`src/rtl/gain_stage_mc.sv`:
```
// Multi-channel pipelined gain stage: per-channel gain table, multiply, scale, saturate.
// Optional round-half-up scaling is enabled by defining GAIN_STAGE_MC_ROUND_EN.
module gain_stage_mc #(
    parameter int GAIN_WIDTH      = 16,
    parameter int SHIFT_LEFT_SIZE = 12,
    parameter int DIN_WIDTH       = 16,
    parameter int DOUT_WIDTH      = 16,
    parameter int CH_WIDTH        = 2,
    parameter logic [GAIN_WIDTH-1:0] GAIN_RESET = 16'h1000,
    localparam int NUM_CH         = 1 << CH_WIDTH
) (
    input  logic                  clk,
    input  logic                  rst,
    input  logic                  gain_we,
    input  logic [CH_WIDTH-1:0]   gain_addr,
    input  logic [GAIN_WIDTH-1:0] gain_wdata,
    input  logic [DIN_WIDTH-1:0]  din,
    input  logic [CH_WIDTH-1:0]   din_ch,
    input  logic                  din_v,
    output logic [DOUT_WIDTH-1:0] dout,
    output logic [CH_WIDTH-1:0]   dout_ch,
    output logic                  dout_v,
    output logic                  dout_sat,
    output logic [NUM_CH-1:0]     sat_flags,
    input  logic                  sat_clr
);

    localparam int PW = DIN_WIDTH + GAIN_WIDTH;
    localparam logic [PW:0] DOUT_MAX = {{(PW + 1 - DOUT_WIDTH){1'b0}}, {DOUT_WIDTH{1'b1}}};
`ifdef GAIN_STAGE_MC_ROUND_EN
    localparam logic [PW:0] RND_ADD = {{PW{1'b0}}, 1'b1} << (SHIFT_LEFT_SIZE - 1);
`endif

    logic [GAIN_WIDTH-1:0] gain_q [NUM_CH];
    logic [GAIN_WIDTH-1:0] gain_d [NUM_CH];

    logic                  s1_v_q, s1_v_d;
    logic [DIN_WIDTH-1:0]  s1_din_q, s1_din_d;
    logic [CH_WIDTH-1:0]   s1_ch_q, s1_ch_d;
    logic [GAIN_WIDTH-1:0] s1_gain_q, s1_gain_d;

    logic                  s2_v_q, s2_v_d;
    logic [PW-1:0]         s2_prod_q, s2_prod_d;
    logic [CH_WIDTH-1:0]   s2_ch_q, s2_ch_d;

    logic [DOUT_WIDTH-1:0] dout_q, dout_d;
    logic [CH_WIDTH-1:0]   dout_ch_q, dout_ch_d;
    logic                  dout_v_q, dout_v_d;
    logic                  dout_sat_q, dout_sat_d;
    logic [NUM_CH-1:0]     sat_flags_q, sat_flags_d;

    logic [PW:0]           sum_s;
    logic [PW:0]           q_s;
    logic                  sat_s;

    // Gain table write; the S1 read below sees the pre-write value at the same edge.
    always_comb begin
        gain_d = gain_q;
        if (gain_we) begin
            gain_d[gain_addr] = gain_wdata;
        end else begin
            gain_d = gain_q;
        end
    end

    // S1 capture and S2 full-width product.
    always_comb begin
        s1_v_d    = din_v;
        s1_din_d  = din;
        s1_ch_d   = din_ch;
        s1_gain_d = gain_q[din_ch];
        s2_v_d    = s1_v_q;
        s2_ch_d   = s1_ch_q;
        s2_prod_d = {{GAIN_WIDTH{1'b0}}, s1_din_q} * {{DIN_WIDTH{1'b0}}, s1_gain_q};
    end

    // S3 scaling and saturation; the extra top bit keeps the rounding add from wrapping.
    always_comb begin
`ifdef GAIN_STAGE_MC_ROUND_EN
        sum_s = {1'b0, s2_prod_q} + RND_ADD;
`else
        sum_s = {1'b0, s2_prod_q};
`endif
        q_s = sum_s >> SHIFT_LEFT_SIZE;
        if (q_s > DOUT_MAX) begin
            sat_s = 1'b1;
        end else begin
            sat_s = 1'b0;
        end
    end

    // Output registers hold their values between valid samples.
    always_comb begin
        dout_v_d = s2_v_q;
        if (s2_v_q) begin
            dout_ch_d  = s2_ch_q;
            dout_sat_d = sat_s;
            if (sat_s) begin
                dout_d = {DOUT_WIDTH{1'b1}};
            end else begin
                dout_d = q_s[DOUT_WIDTH-1:0];
            end
        end else begin
            dout_ch_d  = dout_ch_q;
            dout_sat_d = dout_sat_q;
            dout_d     = dout_q;
        end
    end

    // Sticky saturation flags; a new saturation beats a simultaneous clear.
    always_comb begin
        if (sat_clr) begin
            sat_flags_d = {NUM_CH{1'b0}};
        end else begin
            sat_flags_d = sat_flags_q;
        end
        if (s2_v_q && sat_s) begin
            sat_flags_d[s2_ch_q] = 1'b1;
        end else begin
            sat_flags_d = sat_flags_d;
        end
    end

    // State registers with synchronous reset.
    always_ff @(posedge clk) begin
        if (rst) begin
            for (int i = 0; i < NUM_CH; i++) begin
                gain_q[i] <= GAIN_RESET;
            end
            s1_v_q      <= 1'b0;
            s1_din_q    <= {DIN_WIDTH{1'b0}};
            s1_ch_q     <= {CH_WIDTH{1'b0}};
            s1_gain_q   <= {GAIN_WIDTH{1'b0}};
            s2_v_q      <= 1'b0;
            s2_prod_q   <= {PW{1'b0}};
            s2_ch_q     <= {CH_WIDTH{1'b0}};
            dout_q      <= {DOUT_WIDTH{1'b0}};
            dout_ch_q   <= {CH_WIDTH{1'b0}};
            dout_v_q    <= 1'b0;
            dout_sat_q  <= 1'b0;
            sat_flags_q <= {NUM_CH{1'b0}};
        end else begin
            gain_q      <= gain_d;
            s1_v_q      <= s1_v_d;
            s1_din_q    <= s1_din_d;
            s1_ch_q     <= s1_ch_d;
            s1_gain_q   <= s1_gain_d;
            s2_v_q      <= s2_v_d;
            s2_prod_q   <= s2_prod_d;
            s2_ch_q     <= s2_ch_d;
            dout_q      <= dout_d;
            dout_ch_q   <= dout_ch_d;
            dout_v_q    <= dout_v_d;
            dout_sat_q  <= dout_sat_d;
            sat_flags_q <= sat_flags_d;
        end
    end

    assign dout      = dout_q;
    assign dout_ch   = dout_ch_q;
    assign dout_v    = dout_v_q;
    assign dout_sat  = dout_sat_q;
    assign sat_flags = sat_flags_q;

endmodule

```
`config.mk`:
```
export PLATFORM = sky130hd
export DESIGN_NAME = gain_stage_mc
export DESIGN_NICKNAME = d
export VERILOG_FILES = /design/src/rtl/gain_stage_mc.sv
export SDC_FILE = /design/constraint.sdc
export NUM_CORES = 1
export LEC_CHECK = 0
export ABC_AREA = 1
export BUFFER_PORTS_ARGS = -buffer_cell sky130_fd_sc_hd__clkbuf_2
export CAP_MARGIN = 5
export CORE_UTILIZATION = 50
export CTS_CLUSTER_SIZE = 10
export DETAILED_ROUTE_END_ITERATION = 16
export MAX_ROUTING_LAYER = met4
export PLACE_DENSITY = 0.7
export SLEW_MARGIN = 20
export SYNTH_ARGS = -nofsm -noshare
export SYNTH_HDL_FRONTEND = slang
export SYNTH_SLANG_ARGS = --single-unit
export TNS_END_PERCENT = 50
```
`constraint.sdc`:
```
create_clock -name clk -period 7.1 [get_ports clk]
set_input_delay 1.42 -clock clk [delete_from_list [all_inputs] [get_ports clk]]
set_output_delay 1.42 -clock clk [all_outputs]
set_load 0.05 [all_outputs]
```
# After elaboration in Yosys (flattened, before gate mapping)
# Index checks and enable logic that the tools add are counted.
# totals
input_bits,41
rom_bits,0
n_memories,0
output_inout_bits,24
latch_bits,0
ram_bits,0
ff_bits,158
elab_cells,41
# classes
div,0
n_reduce_logical,3
n_eq_ne,0
shifts,0
n_mul,1
bitwise,3
n_mux,12
n_lt_le_gt_ge,6
n_addsub,0
# op_table
op,count
64-bit bitwise mux,1
16-bit 2-to-1 mux,4
16-bit binary-select mux with 2-bit select,1
16-bit demux with 2-bit select,1
16-bit by 16-bit multiplier with 32-bit output,1
20-bit by 16-bit greater-than comparator with 1-bit output (second input constant),1
4-bit 2-to-1 mux,2
3-bit >= comparator (second input constant),2
2-bit NOT with 3-bit output,2
4-bit OR,1
1-bit logical AND,3
2-bit by 3-bit less-than comparator with 1-bit output (second input constant),1
3-bit by 1-bit less-than comparator with 1-bit output (second input constant),1
1-bit demux with 2-bit select,1
2-bit by 1-bit >= comparator with 1-bit output (second input constant),1
1-bit 2-to-1 mux,2

# Depth between registers and ports, before layout
# logic_depth
ltp_word,6
mapped_depth,28
depth_no_buf,26

# Worst setup path before layout
# Ideal clock, no wire load.
# synth_path
kind,register to register
from,register s1_gain_q[15]
to,register s2_prod_q[27]
period_less_slack_ns,5.359
stages_incl_launch_ff,21
path_slack_ns,1.741
setup_ns,0.115
t_arrival_ns,5.244
t_required_ns,6.985
path_buffers,2
cell_sequence,dfxtp_1 > clkbuf_1 > clkbuf_1 > nand2_1 > fa_1 > fa_1 > inv_1 > fa_1 > fa_1 > fa_1 > inv_1 > fa_1 > inv_1 > ha_1 > nand2_1 > nor2_1 > inv_1 > nor4_1 > nand2_1 > a21oi_1 > nor2_1
# synth_between
elab_chain_len,1
# synth_rtl
element,line_no,source
from (decl),40,"logic [GAIN_WIDTH-1:0] s1_gain_q, s1_gain_d;"
from (signal assigned),133,s1_gain_q <= {GAIN_WIDTH{1'b0}};
from (signal assigned),147,s1_gain_q <= s1_gain_d;
16-bit by 16-bit multiplier with 32-bit output,74,"s2_prod_d = {{GAIN_WIDTH{1'b0}}, s1_din_q} * {{DIN_WIDTH{1'b0}}, s1_gain_q};"
to (signal assigned),135,s2_prod_q <= {PW{1'b0}};
to (signal assigned),149,s2_prod_q <= s2_prod_d;
to (decl),43,"logic [PW-1:0] s2_prod_q, s2_prod_d;"
# No other way between the ends.
# A chain may end at the register's enable or synchronous reset.

# Worst setup path after layout
# layout_path
from,register s1_gain_q[9]
to,register s2_prod_q[24]
# Same word-level chain as after synthesis.

==> qor.yml <==
fp.dieW_um: 169
r2r_slack_ns: 1.07
n_antenna_cell: 0
core_um2: 27200
postCtsSetupRepairBufs: 0
path_clk_slew_ns: 0.07
final_common_cell: "inv_1"
grt_pass1_wl_um: 59800
critical_path_class: "reg2reg"
grt_max_degree: 66
drv_slew: 0
p_total_mw: 2.63
cpPeakStageDelay_ns: 0.89
syn_inst: 1859
postSynthAreaPerCell_um2: 7.50
synth_ff_type: "dfxtp_1"
clkLatencyLatePin_ns: 0.43
yosys_warnings: 0
cts_tree: "done"
crit_top_cell: "fa_1"
antenna_found_initial: 1
clock-sinks: 146
finalWirelength_um: 35300
syn_nets: 2194
final_cell_count_no_fill: 2240
period_share_pct: 84.9
crit_chain: "nand2_1 > fa_1 > inv_1 > fa_1 > fa_1 > fa_1 > fa_1 > inv_1 > fa_1 > inv_1 > ha_1 > nand2_1 > o21ai_0 > inv_1 > o21ai_1 > nand3_1 > nand3_1 > nand2_1 > nand2_1 > nor2_1"
die_y_um: 169
p_leak_nw: 8.17
dpl.cell_count: 2208
ctsResizeCount: 0
detail-route-antenna-nets: 0
status: "complete, no violations"
numCtsBuffers: 17
ys_seq_area_share_pct: 21.0
ys_types: 33
synth-seq-cells: 146
worst_r2r_path_depth: 20
dieArea_um2: 28600
cp.required_ns: 7.42
synth_edf_count: 0
tightest_slew_ns: 1.07
critPathCaptureType: "flop"
tns_ns: 0
start_util_pct: 51.3
drive_above_1_share_pct: 6.85
path_max_fanout: 16
num_rows: 60
port_buffers: 64
viasPerCell: 5.13
startpoint_type: "flop"
nNetsFinal: 2190
hold_slack_ns: 0.404
timing.rr.start: "s1_gain_q[9]"
hold_depth: 2
min_from: "s1_v_q"
rsz0062_at_grt: "false"
max-slew-margin-rel_pct: 28.6
fmax_mhz: 166
drt_iter0_drc: 923
netlist_area_um2: 13900
final-setup-viol-count: 0
drc_errors: 0
power_density_nw_per_um2: 174
hold_viol: 0
ios: 65
grt_overflow: 0
place.gp.congestion: 0.943
path_delay_family: "adder cells"
vias: 11500
holdCritPathClass: "reg2reg"
grt_pass1_vias: 11700
wl_per_cell_um: 15.8
ir_drop_uv: 210
syn_to_final_growth_pct: 8.04
clockBufferDepth: 2
finClkSkew_ns: 0.0125
h-tree-depth: 4
holdPathEnd: "dout_v_d"
cp.arrival_ns: 6.35
drt-pass1-iter-count: 6
slowest_stage: "dfxtp_1"
grt_usage_pct: 27.6
dp_hpwl_um: 26500
period_needed_ns: 6.03
ctsHoldBuffers: 0
maxCapViolCount: 0
critPathBufInv: 4
reg2reg_to: "s2_prod_q[24]"
synthArstFlopShare_pct: 0
final_cell_mix: "inv_1 (435), nand2_1 (380), fa_1 (193), nor2_1 (166), dfxtp_1 (146)"
root_buffer: "clkbuf_16"
routing by layer:
layer	global-route usage, %	share of wire [%]	up-vias
met4	8.26	2.6	0
met2	43.4	46	403
met3	4.28	6.6	65
met5	-	0	-
li1	-	-	5504
met1	36.9	45	5508
worst max-delay path by stage:
stage / start / to / cells past startpoint
6_report: s1_gain_q[9] / s2_prod_q[24] / 20
5_1_grt: s1_gain_q[7] / s2_prod_q[20] / 20
4_1_cts: s1_din_q[6] / s2_prod_q[24] / 20
3_5_place_dp: s1_din_q[6] / s2_prod_q[24] / 20
3_3_place_gp: s1_gain_q[15] / s2_prod_q[24] / 20
2_1_floorplan: s1_gain_q[15] / s2_prod_q[27] / 20
flip-flops by register name, indices dropped and copies added (netlist names):
signal,cells
gain_q,64
s1_ch_q,2
s1_din_q,16
dout_ch,2
s1_gain_q,16
s2_ch_q,2
s1_v_q,1
dout_v_d,1
s2_prod_q,20
sat_flags,4
dout_sat,1
dout,16
dout_v,1
cells in the mapped netlist, drive strengths merged, types with 2 or more instances:
cell type    n  area share [%]
o211ai      18            0.97
clkinv       2           0.054
buf          6            0.19
dfxtp      146              21
inv        438              12
ha         101             9.1
clkbuf      94             2.5
nor2       167             4.5
nor3        10            0.43
nand4        3            0.13
a21oi      131             4.7
o21bai       8            0.46
nand3       30             1.1
fa         193              28
nand2      388              11
nor4         2            0.20
o21ai      113             4.1
xnor2        4            0.25
power breakdown:
part,total [mW],internal [mW],switching [mW]
registers,0.961,0.882,0.0790
logic,0.721,0.258,0.463
clock network,0.944,0.536,0.408
per-stage QoR:
step                      util, %  setup WS, ns  cell area, um^2
after floorplan                 -          1.74            13900
after global placement       53.2          1.09            14400
after detailed placement     53.2          1.13            14400
after CTS                    55.4          1.10            15100
after global routing         55.4         0.796            15100
final                        55.4          1.07            15100
cell type report:
class	instances	area (um^2)
fillers	2627	12100
well taps	372	465
multi-input cells	1173	8990
clock inverters	15	191
flip-flops and latches	146	2920
clock buffers	17	425
repair buffers	77	418
inverters	440	1650
cell families after synthesis:
family	count (synthesis)	synth area share, %
buf+inv	540	14.6
xor+xnor	4	0.251
flops	146	21.0
simple gates	602	17.1
compound gates	273	10.4
fa+ha+maj	294	36.8
tightest hold or removal path: cells and delay by family (launching register included):
family                 cells  cell delay, ns
buffers and inverters      1            0.04
DFF                        1            0.30
and+or+nand+nor            1            0.03
Note: power is estimated with default switching activity, not from simulation.
